$ cat config.mk
export PLATFORM = sky130hd
export DESIGN_NAME = heater_controller_flat
export DESIGN_NICKNAME = d
export VERILOG_FILES = /design/src/rtl/heater_controller_pkg.sv /design/src/rtl/heater_controller_if.sv /design/src/rtl/heater_controller_edge.sv /design/src/rtl/heater_controller.sv /design/src/flat_wrapper.sv
export SDC_FILE = /design/constraint.sdc
export NUM_CORES = 1
export LEC_CHECK = 0
export BUFFER_PORTS_ARGS = -buffer_cell sky130_fd_sc_hd__buf_2
export CAP_MARGIN = 20
export CORE_MARGIN = 5
export CORE_UTILIZATION = 35
export DETAILED_ROUTE_END_ITERATION = 7
export SKIP_LAST_GASP = 1
export SYNTH_ARGS = -nofsm -noshare
export SYNTH_HDL_FRONTEND = slang
export SYNTH_SLANG_ARGS = --single-unit
$ cat constraint.sdc
create_clock -name clk -period 2.3 [get_ports clk]
set_input_delay 0.23 -clock clk [delete_from_list [all_inputs] [get_ports clk]]
set_output_delay 0.23 -clock clk [all_outputs]
set_load 0.02 [all_outputs]
$ cat src/rtl/heater_controller_pkg.sv
// heater_controller_pkg: shared washer state encoding, temperature defaults and band helper
package heater_controller_pkg;
  typedef enum logic [1:0] {IDLE, HEATING, HOLD, FAULT} state_t;
  localparam int MAX_TEMP_DEFAULT = 95;
  localparam int HYST_DEFAULT = 2;
  function automatic logic [6:0] low_band(input logic [6:0] t, input int h);
    return (int'(t) > h) ? 7'(int'(t) - h) : 7'd0;
  endfunction
endpackage

$ cat src/rtl/heater_controller_if.sv
// heater_controller_if: control/sensor inputs and heater status outputs of the heater controller
interface heater_controller_if;
  logic start;
  logic abort;
  logic [6:0] target_temperature;
  logic [6:0] measured_temperature;
  logic heater_on;
  logic temp_reached;
  logic busy;
  logic fault;
  modport master(output start, abort, target_temperature, measured_temperature,
                 input heater_on, temp_reached, busy, fault);
  modport slave(input start, abort, target_temperature, measured_temperature,
                output heater_on, temp_reached, busy, fault);
endinterface

$ cat src/rtl/heater_controller_edge.sv
// rising_edge_detect: one-cycle request on a 0->1 transition of a synchronous level
module rising_edge_detect (
  input  logic clk,
  input  logic reset,
  input  logic d,
  output logic rise
);
  logic d_q;
  logic armed;
  always_ff @(posedge clk or posedge reset)
    if (reset) begin
      d_q <= 1'b0;
      armed <= 1'b0;
    end else begin
      d_q <= d;
      armed <= 1'b1;
    end
  // a level already high when reset releases is not an edge
  assign rise = armed & d & ~d_q;
endmodule

$ cat src/rtl/heater_controller.sv
// heater_controller: heat-to-target then hold-with-hysteresis FSM with timeout and over-temp trip
module heater_controller
  import heater_controller_pkg::*;
#(
  parameter int TIMEOUT_CYCLES = 1000,
  parameter int HYST = HYST_DEFAULT,
  parameter int MAX_TEMP = MAX_TEMP_DEFAULT
) (
  input logic clk,
  input logic reset,
  heater_controller_if.slave bus
);
  localparam int CW = ($clog2(TIMEOUT_CYCLES + 1) > 10) ? $clog2(TIMEOUT_CYCLES + 1) : 10;
  state_t state;
  logic [6:0] target_q;
  logic [CW-1:0] cnt;
  logic req, over, at_target, below, tmo;
  logic heater_on, temp_reached, busy, fault;
  rising_edge_detect u_edge (.clk(clk), .reset(reset), .d(bus.start), .rise(req));
  assign over = int'(bus.measured_temperature) > MAX_TEMP;
  assign at_target = bus.measured_temperature >= target_q;
  assign below = bus.measured_temperature < low_band(target_q, HYST);
  assign tmo = cnt == CW'(TIMEOUT_CYCLES - 1);
  always_ff @(posedge clk or posedge reset)
    if (reset) begin
      state <= IDLE;
      target_q <= '0;
      cnt <= '0;
      heater_on <= 1'b0;
      temp_reached <= 1'b0;
      busy <= 1'b0;
      fault <= 1'b0;
    end else if (over) begin
      state <= FAULT;
      heater_on <= 1'b0;
      temp_reached <= 1'b0;
      busy <= 1'b0;
      fault <= 1'b1;
    end else case (state)
      IDLE: if (req && !bus.abort) begin
        state <= HEATING;
        target_q <= bus.target_temperature;
        cnt <= '0;
        heater_on <= 1'b1;
        busy <= 1'b1;
      end
      HEATING: if (bus.abort) begin
        state <= IDLE;
        heater_on <= 1'b0;
        busy <= 1'b0;
      end else if (tmo) begin
        state <= FAULT;
        heater_on <= 1'b0;
        busy <= 1'b0;
        fault <= 1'b1;
      end else if (at_target) begin
        state <= HOLD;
        heater_on <= 1'b0;
        temp_reached <= 1'b1;
      end else
        cnt <= cnt + CW'(1);
      HOLD: if (bus.abort || !bus.start) begin
        state <= IDLE;
        heater_on <= 1'b0;
        temp_reached <= 1'b0;
        busy <= 1'b0;
      end else
        heater_on <= below ? 1'b1 : at_target ? 1'b0 : heater_on;
      FAULT: if (bus.abort) begin
        state <= IDLE;
        fault <= 1'b0;
      end
      default: state <= IDLE;
    endcase
  assign bus.heater_on = heater_on;
  assign bus.temp_reached = temp_reached;
  assign bus.busy = busy;
  assign bus.fault = fault;
endmodule

$ cat src/flat_wrapper.sv
// flat-port wrapper written by rule: the top's interface ports become plain ports
module heater_controller_flat import heater_controller_pkg::*;
#(
  parameter int TIMEOUT_CYCLES = 1000,
  parameter int HYST = HYST_DEFAULT,
  parameter int MAX_TEMP = MAX_TEMP_DEFAULT
)
  (clk, reset, bus_start, bus_abort, bus_target_temperature, bus_measured_temperature, bus_heater_on, bus_temp_reached, bus_busy, bus_fault);
  heater_controller_if bus_i ();
  input logic clk;
  input logic reset;
  input wire logic [$bits(bus_i.start)-1:0] bus_start;
  input wire logic [$bits(bus_i.abort)-1:0] bus_abort;
  input wire logic [$bits(bus_i.target_temperature)-1:0] bus_target_temperature;
  input wire logic [$bits(bus_i.measured_temperature)-1:0] bus_measured_temperature;
  output wire logic [$bits(bus_i.heater_on)-1:0] bus_heater_on;
  output wire logic [$bits(bus_i.temp_reached)-1:0] bus_temp_reached;
  output wire logic [$bits(bus_i.busy)-1:0] bus_busy;
  output wire logic [$bits(bus_i.fault)-1:0] bus_fault;
  assign bus_i.start = bus_start;
  assign bus_i.abort = bus_abort;
  assign bus_i.target_temperature = bus_target_temperature;
  assign bus_i.measured_temperature = bus_measured_temperature;
  assign bus_heater_on = bus_i.heater_on;
  assign bus_temp_reached = bus_i.temp_reached;
  assign bus_busy = bus_i.busy;
  assign bus_fault = bus_i.fault;
  heater_controller #(.TIMEOUT_CYCLES(TIMEOUT_CYCLES), .HYST(HYST), .MAX_TEMP(MAX_TEMP)) u_core (.clk(clk), .reset(reset), .bus(bus_i));
endmodule
# Yosys cells after proc, flatten, opt, wreduce, memory -nomap -nowiden
# Cells that the tools add are included.
[op_classes]
n_addsub = 2
mul = 0
div = 0
n_lt_le_gt_ge = 4
eq_ne = 17
shifts = 0
n_mux = 37
n_bitwise = 4
n_reduce_logical = 16
[op_table]
columns = ["operator", "count"]
rows = [
  ["10-bit two-way mux", 4],
  ["10-bit case mux with 2 select lines", 1],
  ["1-bit two-way mux", 19],
  ["2-bit two-way mux", 7],
  ["3-bit by 1-bit inequality test with 1-bit output (second input constant)", 4],
  ["4-bit AND reduction", 3],
  ["10-bit by 1-bit adder with 10-bit output (second input constant)", 1],
  ["10-bit equality test (second input constant)", 1],
  ["3-bit by 2-bit inequality test with 1-bit output (second input constant)", 3],
  ["2-bit case mux with 4 select lines", 1],
  ["7-bit greater-or-equal comparator", 1],
  ["7-bit by 2-bit > comparator with 1-bit output (second input constant)", 1],
  ["7-bit > comparator (second input constant)", 1],
  ["7-bit less-than comparator", 1],
  ["7-bit two-way mux", 1],
  ["7-bit by 2-bit subtractor with 7-bit output (second input constant)", 1],
  ["2-bit inequality test (second input constant)", 3],
  ["1-bit case mux with 3 select lines", 2],
  ["6-bit AND reduction", 1],
  ["3-bit nonzero test", 2],
  ["5-bit by 2-bit inequality test with 1-bit output (second input constant)", 1],
  ["5-bit AND reduction", 1],
  ["2-bit equality test (second input constant)", 2],
  ["4-bit by 2-bit inequality test with 1-bit output (second input constant)", 1],
  ["other kinds (13)", 17],
]
[totals]
register_bits = 25
latchBits = 0
ramBits = 0
romBits = 0
inputBits = 18
output_inout_bits = 4
word_cells = 89
n_memories = 0

# Depth between registers and ports, before layout
# Gate-level depths: netlist of run 1.
[depth]
word_depth = 7
ltp_mapped = 12

# Cells and area by module
# From an unflattened synthesis of run 1, not the netlist that was laid out.
[unflattened]
cells_unflattened = 210
hier_area_um2 = 1853.0
[modules_own_cells]
columns = ["mod", "instances", "cells_per_inst", "area_each_um2", "seq_area_each_um2"]
rows = [
  ["heater_controller", 1, 205, 1786.7, 575.6],
  ["rising_edge_detect", 1, 5, 66.3, 50.0],
]

# Worst setup path before layout of run 1
# No wires, ideal clock.
[synth_timing]
path_kind = "flip-flop to flip-flop"
start = "register u_core.target_q[1]"
end = "register u_core.heater_on (netlist: u_core.bus.heater_on)"
setup_ps = 88
t_arrival_ps = 2040
slack_ps = 172
path_stages_with_launch = 11
n_path_buf = 0
period_less_slack_ps = 2128
path_cell_list = "dfrtp_1 inv_1 ha_1 o211ai_1 nand2_1 ha_1 a21oi_1 nor2_1 a2111oi_0 o211ai_1 a41oi_1"
[synth_between]
elab_chain_cells = 7
elab_cells_between_ends = 12
cone_classes = "add/sub (1); order compare (3); mux (8)"
[synth_rtl]
columns = ["element", "line_no", "rtl"]
rows = [
  ["start, declared", "heater_controller.sv:15", "logic [6:0] target_q;"],
  ["start signal, assigned", "heater_controller.sv:42", "target_q <= bus.target_temperature;"],
  ["7-bit by 2-bit subtractor with 7-bit output / 7-bit by 2-bit > comparator with 1-bit output (equally long branches)", "heater_controller_pkg.sv:7", "return (int'(t) > h) ? 7'(int'(t) - h) : 7'd0;"],
  ["7-bit two-way mux", "heater_controller_pkg.sv:7", ""],
  ["7-bit less-than comparator", "heater_controller.sv:22", "assign below = bus.measured_temperature < low_band(target_q, HYST);"],
  ["1-bit two-way mux", "heater_controller.sv:68", "heater_on <= below ? 1'b1 : at_target ? 1'b0 : heater_on;"],
  ["1-bit two-way mux", "heater_controller.sv:62", "HOLD: if (bus.abort || !bus.start) begin"],
  ["1-bit case mux with 3 select lines (*)", "heater_controller.sv:39", "end else case (state)"],
  ["1-bit two-way mux (*)", "heater_controller.sv:33", "end else if (over) begin"],
  ["end signal, assigned", "heater_controller.sv:68", ""],
  ["end, declared", "heater_controller.sv:18", "logic heater_on, temp_reached, busy, fault;"],
]
# Mark *: on every way between the ends. The rest lies on a longest branch, timed or not.
# A chain may end at the register's enable or synchronous reset.

# Worst setup path after layout of run 1
[layout_timing]
start = "register u_core.target_q[4]"
end = "register u_core.cnt[3]"
[layout_between]
elab_chain_cells = 3
[layout_rtl]
columns = ["element", "line_no", "rtl"]
rows = [
  ["7-bit greater-or-equal comparator", "heater_controller.sv:21", "assign at_target = bus.measured_temperature >= target_q;"],
  ["2-bit inequality test (no line)", "n/a", ""],
  ["6-bit AND reduction (no line)", "n/a", ""],
  ["end signal, assigned", "heater_controller.sv:61", "cnt <= cnt + CW'(1);"],
  ["end, declared", "heater_controller.sv:16", "logic [CW-1:0] cnt;"],
]
# Every way passes these cells.

==> impl_metrics.ini, run 1 <==
[floorplanning]
core_mm2 = 0.00479
dieArea_mm2 = 0.00650
die_w_um = 80.6
die_h_um = 80.6
ios = 22
row_count = 25
start_util_pct = 36.5

[cells_and_area]
drive_above_1_share_pct = 25.4
instances_no_fill = 299
nNetsFinal = 270
utilization_pct = 44.5
fin_area_mm2 = 0.00213
area_delta_synth_final_pct = 22.0
insertedDiodeCount = 0

[synth]
yosysTopAreaCellShare_pct = 35.8
synth.distinct_cells = 42
synth-edff-count = 0
syn_area_per_cell_um2 = 9.05
netlist_area_mm2 = 0.00175
ys.flop_type = dfrtp_1
ys_ff_latch = 25
yosysTopAreaCell = dfrtp_1
yosys.area_share.adder_pct = 13.6
synth_top_family_by_area = simple AND/OR/NAND/NOR gates
synth.area.mux_share_pct = 6.81
synth_compound_area_share_pct = 17.6
async_reset_ff_share_pct = 100
yosys-top-cells-area = dfrtp_1 36%, ha_1 14%, a21oi_1 4.9%
yosys.area_share.simple_pct = 21.8
synth-xor-area-share_pct = 0.501
ys_seq_area_share_pct = 35.8
synthCells = 193
ys_warn_count = 0
synth_nets = 230

[power]
swShare_pct = 42.4
leakagePower_nw = 0.962
clkPwrFrac_pct = 12.3
p_sw_mw = 0.924
seqPwrFrac_pct = 30.2
internal-power_mw = 1.26
combPwrFrac_pct = 57.5
powerDensity_mw_per_mm2 = 1020
ir_worst_vdd_uv = 384

[worst_setup_path]
cpMostUsedCell = a21oi_1
cp_top_family = compound AO/OA/AOI/OAI gates
crit_buf_inv = 1
reg2reg_from = u_core.target_q[4]
ff2ff_setup_slack_ps = 80
worstSetupPathType = flop to flop
critPathLaunchType = flop
end_kind = flop
r2r_end = u_core.cnt[3]
path_cells = inv_1 > ha_1 > a21oi_1 > o21ai_2 > a211o_2 > or4b_1 > a21oi_1
slowest_delay_ps = 510
r2r_cells = 7
crit_fanout = 6
crit_required_ps = 2500
crit_arrival_ps = 2410
cp_slowest_cell = or4b_1

[drt]
wl_um = 4020
post_drt_wl_per_cell_um = 13.5
via_per_inst = 5.15
drc = 0
vias = 1539
ant_nets = 0
drt-initial-drc-count = 59
dr.pass1.iters = 4

[place]
dp_hpwl_um = 2940
dp_cells = 291
place_congestion = 0.850
placed_area_mm2 = 0.00202
numPortBuffers = 21

[outcome]
violations = hold timing
outcome = finished with violations

[global_routing]
grt_overflow = 0
track_usage_pct = 12.6
grt_max_degree = 26
grt_pass1_wl_um = 6490
grt_antenna_before_repair = 0
first_global_vias = 1428

[clock_tree]
cts_root_buffer = clkbuf_8
cts_buffers = 3
cts_tree = built
cts_sinks = 25
htreeDepth = 1
worstSkewPairLatency_ps = 270
clkSlewWorstSetupHoldPaths_ps = 90
clockBufferDepth = 2
holdBufCountCts = 0

[timing]
max_freq_ghz = 0.451
period_share_pct = 96.3
fin_crit_ps = 2220
finalHoldViolCount = 21
final.setup.tns_ps = 0
finClkSkew_ps = 3.68
rsz0062_at_grt = true
drv_slew = 0
whs_ps = -5.54
setup_viol = 0

[hold_path]
worstHoldPathType = primary input to asynchronous set/reset pin

[job]
maxCapViolations = 0
## layer usage
layer	share of wire, %	vias to the layer above	GRT usage, %	routed length (um)
li1	-	784	-	-
met1	50	718	17.7	2020
met2	44	33	19.6	1780
met3	4.4	4	2.47	176
met4	1.2	0	3.55	47
met5	0	-	0	0
## registers in the layout, summed over array words and instances, names as in the netlist
register / cells
u_core.cnt: 10
u_core.target_q: 7
u_core.state: 2
u_core.bus.busy: 1
u_core.bus.fault: 1
u_core.bus.heater_on: 1
u_core.bus.temp_reached: 1
u_core.u_edge.armed: 1
u_core.u_edge.d_q: 1
## synthesized netlist by cell type, types with 3 or more instances
library cell   n
o31ai_1        4
mux2_2         7
nor3_1         4
dfrtp_1       25
inv_1         14
or4_1          3
o21ai_0       12
a21oi_1       17
nor2_1        10
nand3_1        5
nand2_1       22
ha_1          19
a41oi_1        3
o211ai_1       3
mux2i_1        4
nand2b_1       5
or3_1          4
nor2b_1        4
## area by class of cell
class | instances | area, um2
Clock buffer | 4 | 45.0
Fill cell | 463 | 2660
Inverter | 14 | 52.6
Multi-Input combinational cell | 153 | 1100
Sequential cell | 25 | 627
Tap cell | 67 | 83.8
Timing Repair Buffer | 36 | 218
## how the worst max path moves through the flow
stage                           endpoint  cells past startpoint  slack [ps]                from
finish                     u_core.cnt[3]                      7          80  u_core.target_q[4]
global route        u_core.bus.heater_on                     10         -50  u_core.target_q[1]
CTS                 u_core.bus.heater_on                     12          30  u_core.target_q[1]
detailed placement  u_core.bus.heater_on                     12          40  u_core.target_q[1]
global placement           u_core.cnt[7]                      7          80     u_core.state[1]
floorplan           u_core.bus.heater_on                     10         170  u_core.target_q[1]
## cells in the final DEF, fill, tap and decap left out, drive strengths merged, types with 2 or more instances in the layout
cell type  instances
nand4              2
mux2               7
ha                19
nor3b              2
or3                4
dfrtp             25
nand3              5
a41oi              3
nor3               4
or4                3
o211ai             3
a211o              2
nor2              10
o21ai             12
nor2b              4
nand2             22
o31ai              4
inv               14
nand2b             5
and2               2
clkbuf             4
a21oi             17
buf               36
mux2i              4
## tightest hold or removal path, stage by stage
cell,delay (ps)
buf_2,90
inv_1,40
buf_4,300
## timing repair
item,4_1_cts,5_1_grt
resized for setup,0,14
endpoints found under the setup margin,0,9
setup buffers,0,3
## cells by family after synthesis
family	after synthesis
fa+ha+maj	19
compound gates	49
buf+inv	16
simple gates	71
mux	11
flops	25
xor+xnor	1
other cells	1
## stage by stage
stage               worst slack, ps  total power [mW]  hold WS, ps
floorplan                       172              1.47          257
global placement               85.0              1.79          304
global route                  -45.3              2.39         38.3
CTS                            30.9              2.07         10.4
finish                         84.4              2.18        -5.54
detailed placement             38.7              1.80          307
## power groups by stage
stage | sequential (mW) | combinational (mW) | clock, mW
finish | 0.658 | 1.25 | 0.268
floorplan | 0.674 | 0.798 | 0
global placement | 0.656 | 1.14 | 0
detailed placement | 0.659 | 1.14 | 0
CTS | 0.649 | 1.15 | 0.276
global route | 0.676 | 1.42 | 0.300
Power figures use the tool's default switching activity.
==> inputs of run 2 (changes only) <==
--- a/config.mk
+++ b/config.mk
@@ -7,7 +7,8 @@
 export LEC_CHECK = 0
 export BUFFER_PORTS_ARGS = -buffer_cell sky130_fd_sc_hd__buf_2
 export CAP_MARGIN = 20
-export CORE_MARGIN = 5
+export CORE_ASPECT_RATIO = 1.5
+export CORE_MARGIN = 2
 export CORE_UTILIZATION = 35
 export DETAILED_ROUTE_END_ITERATION = 7
 export SKIP_LAST_GASP = 1
==> impl_metrics.ini, run 2 (synthesized netlist as in run 1, its figures left out) <==
[timing]
drv_slew = 0
finClkSkew_ps = 14.1
whs_ps = 81.5
period_share_pct = 99.7
final.setup.tns_ps = 0
setup_viol = 0
finalHoldViolCount = 0
fin_crit_ps = 2290
fin_ws_ps = 7.21
rsz0062_at_grt = true
max_freq_ghz = 0.436

[cells_and_area]
instances_no_fill = 303
layout_common_cells = 25 x dfrtp_1, 22 x nand2_1, 22 x buf_2
drive_above_1_share_pct = 28.7
largest-register = u_core.cnt
nNetsFinal = 275
layout_commonest_cell = dfrtp_1
area_delta_synth_final_pct = 26.1
utilization_pct = 45.8
top_regs = u_core.cnt x10, u_core.target_q x7, u_core.state x2
largest_reg_flops = 10
fin_area_mm2 = 0.00220
insertedDiodeCount = 0

[place]
place_congestion = 0.783
place_worst_setup_slack_ps = -14.5
dp_hpwl_um = 3290
placed_area_mm2 = 0.00204
numPortBuffers = 21
dp_cells = 294

[global_routing]
track_usage_pct = 15.8
grt_pass1_wl_um = 6800
first_global_vias = 1603
grt_max_degree = 26
grt_overflow = 0
grt_antenna_before_repair = 0

[drt]
post_drt_wl_per_cell_um = 14.1
via_per_inst = 5.19
vias = 1573
ant_nets = 0
dr.pass1.iters = 4
wl_um = 4270
drc = 0
drt-initial-drc-count = 28

[clock_tree]
cts_sinks = 25
clkSlewWorstSetupHoldPaths_ps = 100
worstSkewPairLatency_ps = 280
cts_tree = built
cts_root_buffer = clkbuf_8
clockBufferDepth = 2
htreeDepth = 1
cts_buffers = 3

[power]
power.total_mw = 2.34
seqPwrFrac_pct = 28.1
clkPwrFrac_pct = 11.7
internal-power_mw = 1.34
ir_worst_vdd_uv = 559
leakagePower_nw = 0.986
swShare_pct = 42.8
combPwrFrac_pct = 60.2
p_sw_mw = 0.999
powerDensity_mw_per_mm2 = 1060

[outcome]
outcome = finished clean

[worst_setup_path]
path_cells = inv_2 > ha_4 > o211ai_1 > nand2_1 > ha_1 > a21oi_2 > nor2_2 > a2111oi_4 > o211ai_1 > a41oi_1
crit_arrival_ps = 2480
cp_top_family = compound AO/OA/AOI/OAI gates
end_kind = flop
critPathLaunchType = flop
cpMostUsedCell = o211ai_1
crit_required_ps = 2490
ff2ff_setup_slack_ps = 7
worstSetupPathType = flop to flop
slowest_delay_ps = 410
crit_buf_inv = 1
cp_slowest_cell = dfrtp_1
crit_fanout = 4

[floorplanning]
dieArea_mm2 = 0.00558
start_util_pct = 36.3
die_h_um = 90.5
row_count = 31
core_mm2 = 0.00481
ios = 22
die_w_um = 61.7

[job]
maxCapViolations = 0

[hold_path]
worstHoldPathType = primary input to flop
## run 2: layout make-up
class / count / area (um2)
inverters: 14 / 52.6
clock buffers: 3 / 41.3
fillers: 496 / 2610
repair buffers: 42 / 263
multi-input cells: 152 / 1130
well taps: 66 / 82.6
flip-flops and latches: 25 / 626
clock inverters: 1 / 7.51
## run 2: timing repair
item                                    in CTS  in global routing
gates resized for setup                      1                 19
pin swaps                                    0                 10
endpoints found under the setup margin       1                  8
endpoints found under the hold margin        7                  0
buffers inserted                             0                  4
hold buffers                                 1                  0
## run 2: path summary, 6_finish.rpt
kind / from / end / cells past startpoint
hold reg to reg: u_core.bus.fault / u_core.bus.fault / 2
max in group asynchronous: reset / u_core.bus.busy / 4
hold / removal: bus_start / u_core.u_edge.d_q / 1
min in group asynchronous: reset / u_core.u_edge.armed / 4
setup reg to reg: u_core.target_q[1] / u_core.bus.heater_on / 10
setup / recovery: u_core.target_q[1] / u_core.bus.heater_on / 10
## run 2: layer usage
metal	routed length, um	vias up	track usage [%]	share of wire (%)
li1	-	795	-	-
met1	1680	740	16.7	39
met2	2420	30	30.0	57
met3	95	8	1.72	2.2
met4	71	0	5.32	1.7
met5	0	-	0	0
## run 2: power groups by stage
stage / combinational (mW) / sequential (mW) / clock [mW]
2_1_floorplan: 0.798 / 0.674 / 0
3_3_place_gp: 1.21 / 0.655 / 0
3_5_place_dp: 1.22 / 0.660 / 0
4_1_cts: 1.23 / 0.652 / 0.280
5_1_grt: 1.56 / 0.672 / 0.291
6_report: 1.41 / 0.656 / 0.273
## run 2: worst reg2reg max path, stage by stage (launching register included)
cell and delay [ps]:
dfrtp_1 410, inv_2 90, ha_4 170, o211ai_1 230
nand2_1 90, ha_1 320, a21oi_2 180, nor2_2 70
a2111oi_4 310, o211ai_1 130, a41oi_1 210
